===== src/rtl/apb_target_mem.sv =====
// APB responder with a byte-wide local memory, programmable wait states, a
// read-only upper window and error responses; acts as a DMA source/destination.
module apb_target_mem #(
    parameter int DEPTH   = 64,
    parameter int RO_BASE = 48
) (
    input  logic       clk,
    input  logic       nrst,
    input  logic       psel,
    input  logic       penable,
    input  logic       pwrite,
    input  logic [7:0] paddr,
    input  logic [7:0] pwdata,
    output logic [7:0] prdata,
    output logic       pready,
    output logic       perr,
    input  logic [1:0] wait_cfg,
    output logic [7:0] err_count
);
    localparam int         AW      = (DEPTH > 1) ? $clog2(DEPTH) : 1;
    localparam logic [7:0] DEPTH_C = 8'(DEPTH);
    localparam logic [7:0] RO_C    = 8'(RO_BASE);

    typedef enum logic [0:0] {
        ST_IDLE   = 1'b0,
        ST_ACCESS = 1'b1
    } state_t;

    state_t     state_q, state_d;
    logic [1:0] cnt_q, cnt_d;
    logic [6:0] addr_q, addr_d;
    logic       pwrite_q, pwrite_d;
    logic [7:0] pwdata_q, pwdata_d;
    logic [7:0] rd_q, rd_d;
    logic       err_q, err_d;
    logic [7:0] err_count_q, err_count_d;
    logic [7:0] mem_q [DEPTH];

    logic       latch_s, err_inc_s, mem_we_s, rd_en_s, pready_s, perr_s;
    logic [6:0] set_addr_s;
    logic       set_in_rng_s, set_err_s;
    logic [7:0] set_rd_s;

    // Decode of the address presented in a setup phase.
    always_comb begin
        set_addr_s   = paddr[6:0];
        set_in_rng_s = ({1'b0, set_addr_s} < DEPTH_C);
        set_err_s    = ~set_in_rng_s | (pwrite & ({1'b0, set_addr_s} >= RO_C));
        if (set_in_rng_s) begin
            set_rd_s = mem_q[set_addr_s[AW-1:0]];
        end else begin
            set_rd_s = 8'h00;
        end
    end

    // Transfer FSM: next state, response and side-effect strobes.
    always_comb begin
        state_d   = state_q;
        cnt_d     = cnt_q;
        addr_d    = addr_q;
        pwrite_d  = pwrite_q;
        pwdata_d  = pwdata_q;
        rd_d      = rd_q;
        err_d     = err_q;
        latch_s   = 1'b0;
        err_inc_s = 1'b0;
        mem_we_s  = 1'b0;
        rd_en_s   = 1'b0;
        pready_s  = 1'b0;
        perr_s    = 1'b0;
        case (state_q)
            ST_IDLE: begin
                if (psel && !penable) begin
                    latch_s = 1'b1;
                    state_d = ST_ACCESS;
                end else if (psel && penable) begin
                    // access phase without a setup phase: answer with an error at once
                    pready_s  = 1'b1;
                    perr_s    = 1'b1;
                    err_inc_s = 1'b1;
                end else begin
                    state_d = ST_IDLE;
                end
            end
            ST_ACCESS: begin
                if (!psel) begin
                    state_d = ST_IDLE;
                end else if (!penable) begin
                    latch_s = 1'b1;
                end else if (cnt_q != 2'd0) begin
                    cnt_d = cnt_q - 2'd1;
                end else begin
                    pready_s  = 1'b1;
                    perr_s    = err_q;
                    err_inc_s = err_q;
                    mem_we_s  = pwrite_q & ~err_q;
                    rd_en_s   = ~pwrite_q & ~err_q;
                    state_d   = ST_IDLE;
                end
            end
            default: begin
                state_d = ST_IDLE;
            end
        endcase
        if (latch_s) begin
            addr_d   = set_addr_s;
            pwrite_d = pwrite;
            pwdata_d = pwdata;
            cnt_d    = wait_cfg;
            rd_d     = set_rd_s;
            err_d    = set_err_s;
        end else begin
            addr_d = addr_q;
        end
        if (err_inc_s && (err_count_q != 8'hFF)) begin
            err_count_d = err_count_q + 8'd1;
        end else begin
            err_count_d = err_count_q;
        end
    end

    // Control and transfer-context registers.
    always_ff @(posedge clk or negedge nrst) begin
        if (!nrst) begin
            state_q     <= ST_IDLE;
            cnt_q       <= 2'd0;
            addr_q      <= 7'd0;
            pwrite_q    <= 1'b0;
            pwdata_q    <= 8'h00;
            rd_q        <= 8'h00;
            err_q       <= 1'b0;
            err_count_q <= 8'h00;
        end else begin
            state_q     <= state_d;
            cnt_q       <= cnt_d;
            addr_q      <= addr_d;
            pwrite_q    <= pwrite_d;
            pwdata_q    <= pwdata_d;
            rd_q        <= rd_d;
            err_q       <= err_d;
            err_count_q <= err_count_d;
        end
    end

    // Byte storage, written only on a completing error-free write.
    always_ff @(posedge clk or negedge nrst) begin
        if (!nrst) begin
            for (int i = 0; i < DEPTH; i++) begin
                mem_q[i] <= 8'h00;
            end
        end else if (mem_we_s) begin
            mem_q[addr_q[AW-1:0]] <= pwdata_q;
        end
    end

    assign pready    = nrst & pready_s;
    assign perr      = nrst & perr_s;
    assign prdata    = (nrst && rd_en_s) ? rd_q : 8'h00;
    assign err_count = err_count_q;

endmodule


===== config.mk =====
export PLATFORM = sky130hd
export DESIGN_NAME = apb_target_mem
export DESIGN_NICKNAME = d
export VERILOG_FILES = /design/src/rtl/apb_target_mem.sv
export SDC_FILE = /design/constraint.sdc
export NUM_CORES = 1
export LEC_CHECK = 0
export CORE_MARGIN = 3
export CORE_UTILIZATION = 40
export CTS_BUF_LIST = sky130_fd_sc_hd__clkbuf_8
export DETAILED_ROUTE_END_ITERATION = 6
export SLEW_MARGIN = 20
export SYNTH_ARGS = -nofsm -noshare
export SYNTH_HDL_FRONTEND = slang
export SYNTH_SLANG_ARGS = --single-unit

===== constraint.sdc =====
create_clock -name clk -period 5.5 [get_ports clk]
set_input_delay 1.1 -clock clk [delete_from_list [all_inputs] [get_ports clk]]
set_output_delay 1.1 -clock clk [all_outputs]
set_load 0.05 [all_outputs]

==> results of run 1 <==
## cells in the final DEF, fill, tap and decap left out, types with 3 or more instances in the layout
master	count
nand3b_1	7
or3_1	3
a21oi_1	10
nor2_2	24
nand2b_1	3
clkbuf_8	117
xnor2_1	5
nor3_1	3
clkdlybuf4s50_1	35
nor2b_1	4
and2_1	10
clkinv_2	6
a22oi_1	17
nand2_1	96
mux2_2	513
nor3b_1	4
nand2_4	8
nand3_1	5
and3_1	3
buf_12	5
a221oi_1	8
mux4_2	136
inv_1	41
mux2i_1	48
a2bb2oi_1	7
nor2_1	11
dfrtp_1	539
dfrtp_2	7
buf_4	32
## Yosys cell counts (all sizes together), types with 5 or more instances
library cell / n / area share [%]
dfrtp: 547 / 55
mux2: 513 / 23
mux4: 136 / 12
nand2: 104 / 1.8
clkbuf: 86 / 1.3
mux2i: 48 / 1.9
nor2: 35 / 0.77
buf: 34 / 0.68
a22oi: 17 / 0.51
a21oi: 10 / 0.20
and2: 10 / 0.25
a221oi: 8 / 0.28
a2bb2oi: 7 / 0.25
nand3b: 7 / 0.21
inv: 5 / 0.075
nand3: 5 / 0.10
xnor2: 5 / 0.18
## worst register-to-register path, stage by stage, from the launching register on
cell      delay [ps]
dfrtp_1          400
inv_1             60
ha_1             190
nand3b_1         200
nor3_1           410
nand3b_1         800
nor2_2           810
mux2_2           410
## per-layer routing
metal  GRT usage [%]  vias to the layer above  share of wire (%)
li1                -                     6114                  -
met1           27.01                     7552                 47
met2           28.76                      289                 46
met3           4.225                      109                4.8
met4           5.369                        0                2.5
met5               0                        -                  0
## sequential cells by signal (all words and copies together) (netlist names)
signal,cells
pwrite_q,1
err_q,1
cnt_q,2
rd_q,8
addr_q,6
mem_q,512
state_q,1
err_count,8
pwdata_q,8
## area by class of cell
type	count	area, µm²	area share [%]
Timing Repair Buffer	75	728.2	2.593
Sequential cell	547	13700	48.79
Tap cell	828	1036	3.689
Clock buffer	117	1610	5.734
Clock inverter	45	210.2	0.7485
Inverter	5	18.77	0.06683
Antenna cell	2	5.005	0.01782
Multi-Input combinational cell	947	10770	38.36
## through the flow
step	instance area, µm²	instances	total power [mW]
finish	28080	2566	8.374
CTS	28080	2564	8.495
global route	28080	2565	8.736
floorplan	24970	1619	4.580
global placement	26260	2402	4.871
detailed placement	26260	2402	4.886
## cells by family (layout without fill, tap and decap cells)
kind of cell	after synthesis	count (layout)	share of synthesized area, %
AND/OR/NAND/NOR	192	192	4.014
XOR/XNOR	7	7	0.2456
other	0	2	0
adder cells (fa/ha/maj)	2	2	0.1002
buffers and inverters	125	242	2.050
multiplexers	697	697	37.33
flip-flops	547	547	54.82
AO/OA/AOI/OAI	49	49	1.438
## how the worst max path moves through the flow
stage	startpoint	to	slack (ps)	cells past startpoint
global route	psel	prdata[6]	770	5
detailed placement	psel	prdata[4]	930	5
CTS	psel	prdata[4]	930	5
global placement	psel	prdata[3]	1040	5
floorplan	penable	perr	1250	3
finish	psel	prdata[4]	940	5
## power groups by stage
stage	registers (mW)	clock network, mW	logic [mW]
finish	4.17	3.57	0.631
global route	4.18	3.87	0.687
CTS	4.17	3.68	0.646
detailed placement	4.24	0	0.644
global placement	4.24	0	0.632
floorplan	4.25	0	0.331
==> results.toml, run 1 <==
[run_status]
status = "complete, no violations"

[setup_path]
crit_path_cell_trace = "clkdlybuf4s50_1 > nand3_1 > nor3_1 > and2_1 > clkdlybuf4s50_1"
r2r_slack_ps = 2100
critPathMaxFanout = 8
rr_worst_depth = 7
worst-setup-path-type = "in2out"
worst_ep_required_time_ps = 4400
crit_buf_inv = 2
cp_common_cell = "clkdlybuf4s50_1"
crit_arrival_ps = 3460
cp-end-kind = "output pin"
critPathTopFamily = "buffers and inverters"
r2r-end = "mem_q[39]"
slowest_stage = "clkdlybuf4s50_1"
r2r-start = "cnt_q[0]"
startpoint_type = "primary input"
max_stage_delay_ps = 800

[die]
die-area_mm2 = 0.06545
initial_core_util_pct = 40.91
boundaryPins = 41
coreArea_mm2 = 0.06103
die_w_um = 255.8
die_h_um = 255.8
rows = 90

[place]
dp_hpwl_um = 36500
port_buffers = 39
post-place-ws_ps = 930.8
gp_congestion = 0.7812

[timing]
rsz0062_at_grt = "false"
slew_violations = 0
holdWs_ps = 362.5
fin_crit_ps = 4560
max_freq_mhz = 219.3
tightest_slew_ps = 1064
setup_viol_count_final = 0
period_share_pct = 82.90
slew_headroom_pct = 29.08
timing.final.ws_setup_ps = 940.4
tns_ps = 0
hold_viol = 0
worst_clock_skew_ps = 25.78

[routing]
wl_per_cell_um = 23.66
firstDrtPassIters = 5
drt-initial-drc-count = 791
via_count = 14060
drcViolationCount = 0
drt-total-wl_um = 60720
avgViaCountPerCell = 5.481
antenna_left = 0

[finish]
syn_to_final_growth_pct = 12.48
drive_gt1_share_pct = 49.42
nFillCells = 5453
final_core_util_pct = 46.01
fin_nets = 1693

[synthesis]
synth_edf_count = 0
synth-main-ff-cell = "dfrtp_1"
synthArstFlopShare_pct = 100.0
ys_types = 42
synth-seq-cells = 547
syn_area_mm2 = 0.02497
yosysWarnings = 0
syn_inst = 1619
syn-num-nets = 1644
synth_area_per_cell_um2 = 15.42
yosysSeqAreaShare_pct = 54.82

[job]
cap_violations = 0

[worst_hold_path]
hp-class = "in2async"

[power_and_ir_drop]
comb_power_share_pct = 7.5
p_sw_mw = 2.174
p_per_area_mw_per_mm2 = 298.2
power_leakage_nw = 13.69
seq_power_share_pct = 49.8
ir_drop_mv = 0.1628
switching_share_pct = 25.96
p_int_mw = 6.200
clkPwrFrac_pct = 42.6

[global_routing]
grt.total_usage_pct = 18.79
antenna_found_initial = 1
grt_max_degree = 184
grt_pass1_vias = 14990
grt_pass1_wl_um = 94350
grt_remaining_overflow = 0

[clocking]
post_cts_buffers = 0
htree_levels = 3
clockBufferDepth = 3
cts_hold_buf = 0
cts-root-buf = "clkbuf_8"
cts.reportedPaths.clkPinSlew_ps = 60
clk_latency_ps = 660
cts_tree = "yes"
numCtsBuffers = 92
post_cts_resized = 0
numClockSinks = 547
Note: power is estimated with default switching activity, not from simulation.
==> run 2: changes to the inputs <==
Clock period 5.5 ns to 3.8 ns, I/O delays scaled along.
==> run 2 against run 1 <==
Sequential power rose by 48%. Combinational power grew 22%. Critical path depth is 1 higher. Design area grew 0.59%. Largest cell class unchanged. Clock power is 42% higher. Sequential cell count unchanged. Critical endpoint is now prdata[1]. Setup slack worse by 370 ps. Die area is the same. Power is 43% higher. Register-to-register slack got worse by 1300 ps. Critical path type is now reg2out. Largest power group unchanged. Final cell count grew 0.23%. Utilization increased by 0.27 points.
==> results.toml, run 2 (synthesized netlist as in run 1, its figures left out) <==
[routing]
drt-initial-drc-count = 811
firstDrtPassIters = 5
drcViolationCount = 0
via_count = 14050
drt-total-wl_um = 58360
avgViaCountPerCell = 5.464
wl_per_cell_um = 22.69
antenna_left = 0

[setup_path]
max_stage_delay_ps = 540
startpoint = "cnt_q[0]"
slowest_stage = "nor3_1"
crit_arrival_ps = 2470
startpoint_type = "flip-flop"
cp-end-kind = "output pin"
worst-setup-path-type = "reg2out"
worst_ep_required_time_ps = 3040
crit_path_cell_trace = "inv_1 > ha_1 > nand3b_1 > nor3_1 > and2_1 > buf_12"
critPathMaxFanout = 8
r2r-start = "cnt_q[0]"

[timing]
holdWs_ps = 220.0
fin_crit_ps = 3230
setup_viol_count_final = 0
slew_headroom_pct = 34.98
tightest_slew_ps = 975.3
slew_violations = 0
tns_ps = 0
hold_viol = 0
max_freq_mhz = 309.6
rsz0062_at_grt = "false"
worst_clock_skew_ps = 36.93
period_share_pct = 84.99

[place]
placed_area_mm2 = 0.02642
dp_cells = 2413
port_buffers = 39
dp_hpwl_um = 37030
gp_congestion = 0.8130

[clocking]
post_cts_resized = 0
post_cts_buffers = 0
cts-root-buf = "clkbuf_8"
clk_latency_ps = 670
cts_tree = "yes"
cts.reportedPaths.clkPinSlew_ps = 60
clockBufferDepth = 3
numClockSinks = 547
cts_hold_buf = 0
htree_levels = 3
numCtsBuffers = 93

[power_and_ir_drop]
ir_drop_mv = 0.2051
power_leakage_nw = 13.77
p_per_area_mw_per_mm2 = 425.4

[finish]
diodes = 0
regMostFlops = "mem_q"
syn_to_final_growth_pct = 13.14
layout_commonest_cell = "dfrtp_1"
final_core_util_pct = 46.29
drive_gt1_share_pct = 50.34
nFillCells = 5407
finalNonFillerCells = 2572
fin_nets = 1706
final_cell_mix = "dfrtp_1, mux2_2, mux4_2"
largest_reg_flops = 512
finalInstanceArea_mm2 = 0.02825

[run_status]
status = "complete, no violations"

[die]
rows = 90
coreArea_mm2 = 0.06103
die_w_um = 255.8
initial_core_util_pct = 40.91
die-area_mm2 = 0.06545
die_h_um = 255.8
boundaryPins = 41

[global_routing]
grt_max_degree = 176
antenna_found_initial = 0
grt_remaining_overflow = 0
grt.total_usage_pct = 18.14
grt_pass1_wl_um = 92270
grt_pass1_vias = 15190

[worst_hold_path]
hp-class = "in2async"

[job]
cap_violations = 0
## run 2: cell types whose count changed in the layout (fill, tap and decap cells not counted), sizes merged
cell and delta:
buf +21, clkbuf -3, clkdlybuf4s50 -9, clkinvlp +2
diode -2, inv -3
## run 2: worst paths after layout
check	cells past startpoint	endpoint	slack [ps]
max	6	prdata[1]	570
min	2	mem_q[381]	220
max reg2reg	7	mem_q[496]	760
min reg2reg	1	cnt_q[0]	490
max in group asynchronous	3	mem_q[24]	1930
min in group clk	1	cnt_q[0]	490
## run 2: per-layer routing
metal,up-vias,routed length [µm],global-route usage [%]
met1,7556,26630,25.05
met4,0,1496,5.607
met2,272,27650,28.82
met5,-,0,0
li1,6121,-,-
met3,105,2583,3.977
## run 2: power breakdown
part | leakage, nW | switching [mW] | total, mW | internal [mW]
Clock | 1.03 | 2.33 | 5.08 | 2.75
Sequential | 7.59 | 0.265 | 6.17 | 5.91
Combinational | 5.15 | 0.503 | 0.767 | 0.264
## run 2: critical path, delay by kind of cell, from the launching register on
kind | cells | cell delay [ps]
AND/OR/NAND/NOR | 3 | 1030
flip-flops | 1 | 390
buffers and inverters | 2 | 220
adder cells (fa/ha/maj) | 1 | 180
## run 2: final cells by class
| class | count | area (µm²) | area share (%) |
|---|---|---|---|
| clock buffers | 114 | 1569 | 5.554 |
| clock inverters | 44 | 219.0 | 0.7751 |
| inverters | 5 | 18.77 | 0.06644 |
| multi-input cells | 947 | 10770 | 38.12 |
| flip-flops and latches | 547 | 13710 | 48.53 |
| well taps | 828 | 1036 | 3.667 |
| repair buffers | 87 | 928.4 | 3.286 |
## run 2: per-stage QoR
stage | power [mW] | setup WS, ps
3_3_place_gp | 7.022 | 244.2
2_1_floorplan | 6.629 | 232.0
6_report | 12.02 | 570.4
3_5_place_dp | 7.047 | 164.6
4_1_cts | 12.19 | 446.2
5_1_grt | 12.57 | 364.4
==> run 3: changes to the inputs <==
Clock period 3.8 ns to 3.2 ns, I/O delays scaled along.
==> run 3 against run 2 <==
Sequential share of layout area fell by 1.2 points. Setup slack got worse by 360 ps. Clock power rose by 30%. Clock skew fell by 9.2 ps. Utilization rose by 1.2 points. First-iteration DRC count fell by 3.2%. Sequential power rose by 18%. Power rose by 24%. Largest cell class unchanged. Highest routed layer unchanged.
==> results.toml, run 3 (synthesized netlist as in run 1, its figures left out) <==
[die]
coreArea_mm2 = 0.06103
die-area_mm2 = 0.06545
rows = 90
die_h_um = 255.8
boundaryPins = 41
initial_core_util_pct = 40.91
die_w_um = 255.8

[routing]
drcViolationCount = 0
avgViaCountPerCell = 5.398
firstDrtPassIters = 5
drt-initial-drc-count = 785
drt-total-wl_um = 59140
via_count = 14210
wl_per_cell_um = 22.47
antenna_left = 0

[clocking]
clockBufferDepth = 3
htree_levels = 3
cts-root-buf = "clkbuf_8"
cts_tree = "yes"
numClockSinks = 547
clk_latency_ps = 660
post_cts_buffers = 0
post_cts_resized = 0
cts.reportedPaths.clkPinSlew_ps = 60
numCtsBuffers = 91

[timing]
worst_clock_skew_ps = 27.73
max_freq_mhz = 334.4
tightest_slew_ps = 942.5
slew_violations = 0
period_share_pct = 93.44
holdWs_ps = 443.3
slew_headroom_pct = 37.17
rsz0062_at_grt = "false"
timing.final.ws_setup_ps = 210.0
hold_viol = 0
fin_crit_ps = 2990
setup_viol_count_final = 0

[place]
port_buffers = 39
dp_hpwl_um = 38690
post-place-ws_ps = -35.40
gp_congestion = 0.8055

[finish]
drive_gt1_share_pct = 52.69
final_cell_mix = "dfrtp_1, mux2_2, mux4_2"
nFillCells = 5336
largest_reg_flops = 512
layout_commonest_cell = "dfrtp_1"
regMostFlops = "mem_q"
fin_nets = 1757
syn_to_final_growth_pct = 15.99

[setup_path]
crit_arrival_ps = 2350
r2r-start = "cnt_q[0]"
cp-end-kind = "output pin"
critPathMaxFanout = 32
max_stage_delay_ps = 560
critPathTopFamily = "buffers and inverters"
worst_ep_required_time_ps = 2560
crit_path_cell_trace = "dlygate4sd3_1 > buf_8 > nand3_1 > nor3_1 > buf_4 > and2_1 > buf_12"
worst-setup-path-type = "in2out"
slowest_stage = "dlygate4sd3_1"
crit_buf_inv = 4
startpoint = "nrst"
startpoint_type = "primary input"

[power_and_ir_drop]
ir_drop_mv = 0.3250
p_per_area_mw_per_mm2 = 513.7
power_leakage_nw = 14.16
power.total_mw = 14.88

[global_routing]
grt_pass1_vias = 15210
grt.total_usage_pct = 18.32
antenna_found_initial = 0
grt_remaining_overflow = 0
grt_pass1_wl_um = 92650
grt_max_degree = 162

[run_status]
status = "complete, no violations"

[job]
cap_violations = 0

[worst_hold_path]
hp-class = "in2async"
run 3: cell types whose count changed in the layout (fill, tap and decap cells not counted), moves of 3 or more:
cell        previous run  this run
buf_4                 43        88
clkinvlp_4             4         0
dfrtp_4                5         2
clkinv_2               6        10
clkbuf_8             114       133
inv_1                 37        24
buf_12                14        23
dfrtp_2                3         6
run 3: worst register-to-register path: cells and delay by family (launching register included):
kind	cells	cell delay (ps)
flip-flops	1	400
adder cells (fa/ha/maj)	1	180
multiplexers	1	380
AND/OR/NAND/NOR	4	1430
buffers and inverters	2	340
run 3: what timing repair did:
action / in CTS / in global routing
hold buffers: 1 / 0
setup endpoints to repair: 0 / 0
endpoints found under the hold margin: 28 / 0
run 3: routing by layer:
metal | up-vias | part of all wire (%) | global-route usage [%] | routed length [µm]
met1 | 7613 | 46 | 26.05 | 27460
li1 | 6220 | - | - | -
met3 | 109 | 4.7 | 3.948 | 2765
met4 | 0 | 2.7 | 5.417 | 1573
met5 | - | 0 | 0 | 0
met2 | 265 | 46 | 28.40 | 27340
run 3: worst paths after layout:
check / slack [ps] / depth (start not counted) / endpoint
setup / recovery: 210 / 7 / prdata[6]
hold / removal: 440 / 2 / mem_q[372]
setup reg to reg: 360 / 8 / mem_q[43]
hold reg to reg: 500 / 1 / mem_q[216]
max in group asynchronous: 1040 / 4 / mem_q[9]
min in group clk: 500 / 1 / mem_q[216]
run 3: power breakdown:
| part | internal (mW) | switching [mW] |
|---|---|---|
| Sequential | 7.01 | 0.265 |
| Combinational | 0.338 | 0.666 |
| Clock | 3.81 | 2.79 |
| Total | 11.2 | 3.72 |
run 3: layout make-up:
cell class | count | area [µm²] | area share (%)
tap | 828 | 1036 | 3.577
inverter | 5 | 18.77 | 0.06481
clock buffer | 133 | 1831 | 6.321
sequential | 547 | 13700 | 47.32
antenna | 1 | 2.502 | 0.008641
multi-input combinational | 947 | 10770 | 37.18
timing repair buffer | 140 | 1419 | 4.900
clock inverter | 31 | 181.4 | 0.6265
run 3: through the flow:
step / instances / instance area (µm²) / TNS (ps) / utilization, %
6_report: 2632 / 28960 / 0 / 47.45
5_1_grt: 2631 / 28960 / 0 / 47.44
3_3_place_gp: 2466 / 26930 / -22.06 / 44.12
3_5_place_dp: 2466 / 26930 / -228.2 / 44.12
4_1_cts: 2631 / 28950 / 0 / 47.44
2_1_floorplan: 1619 / 24970 / 0 / -
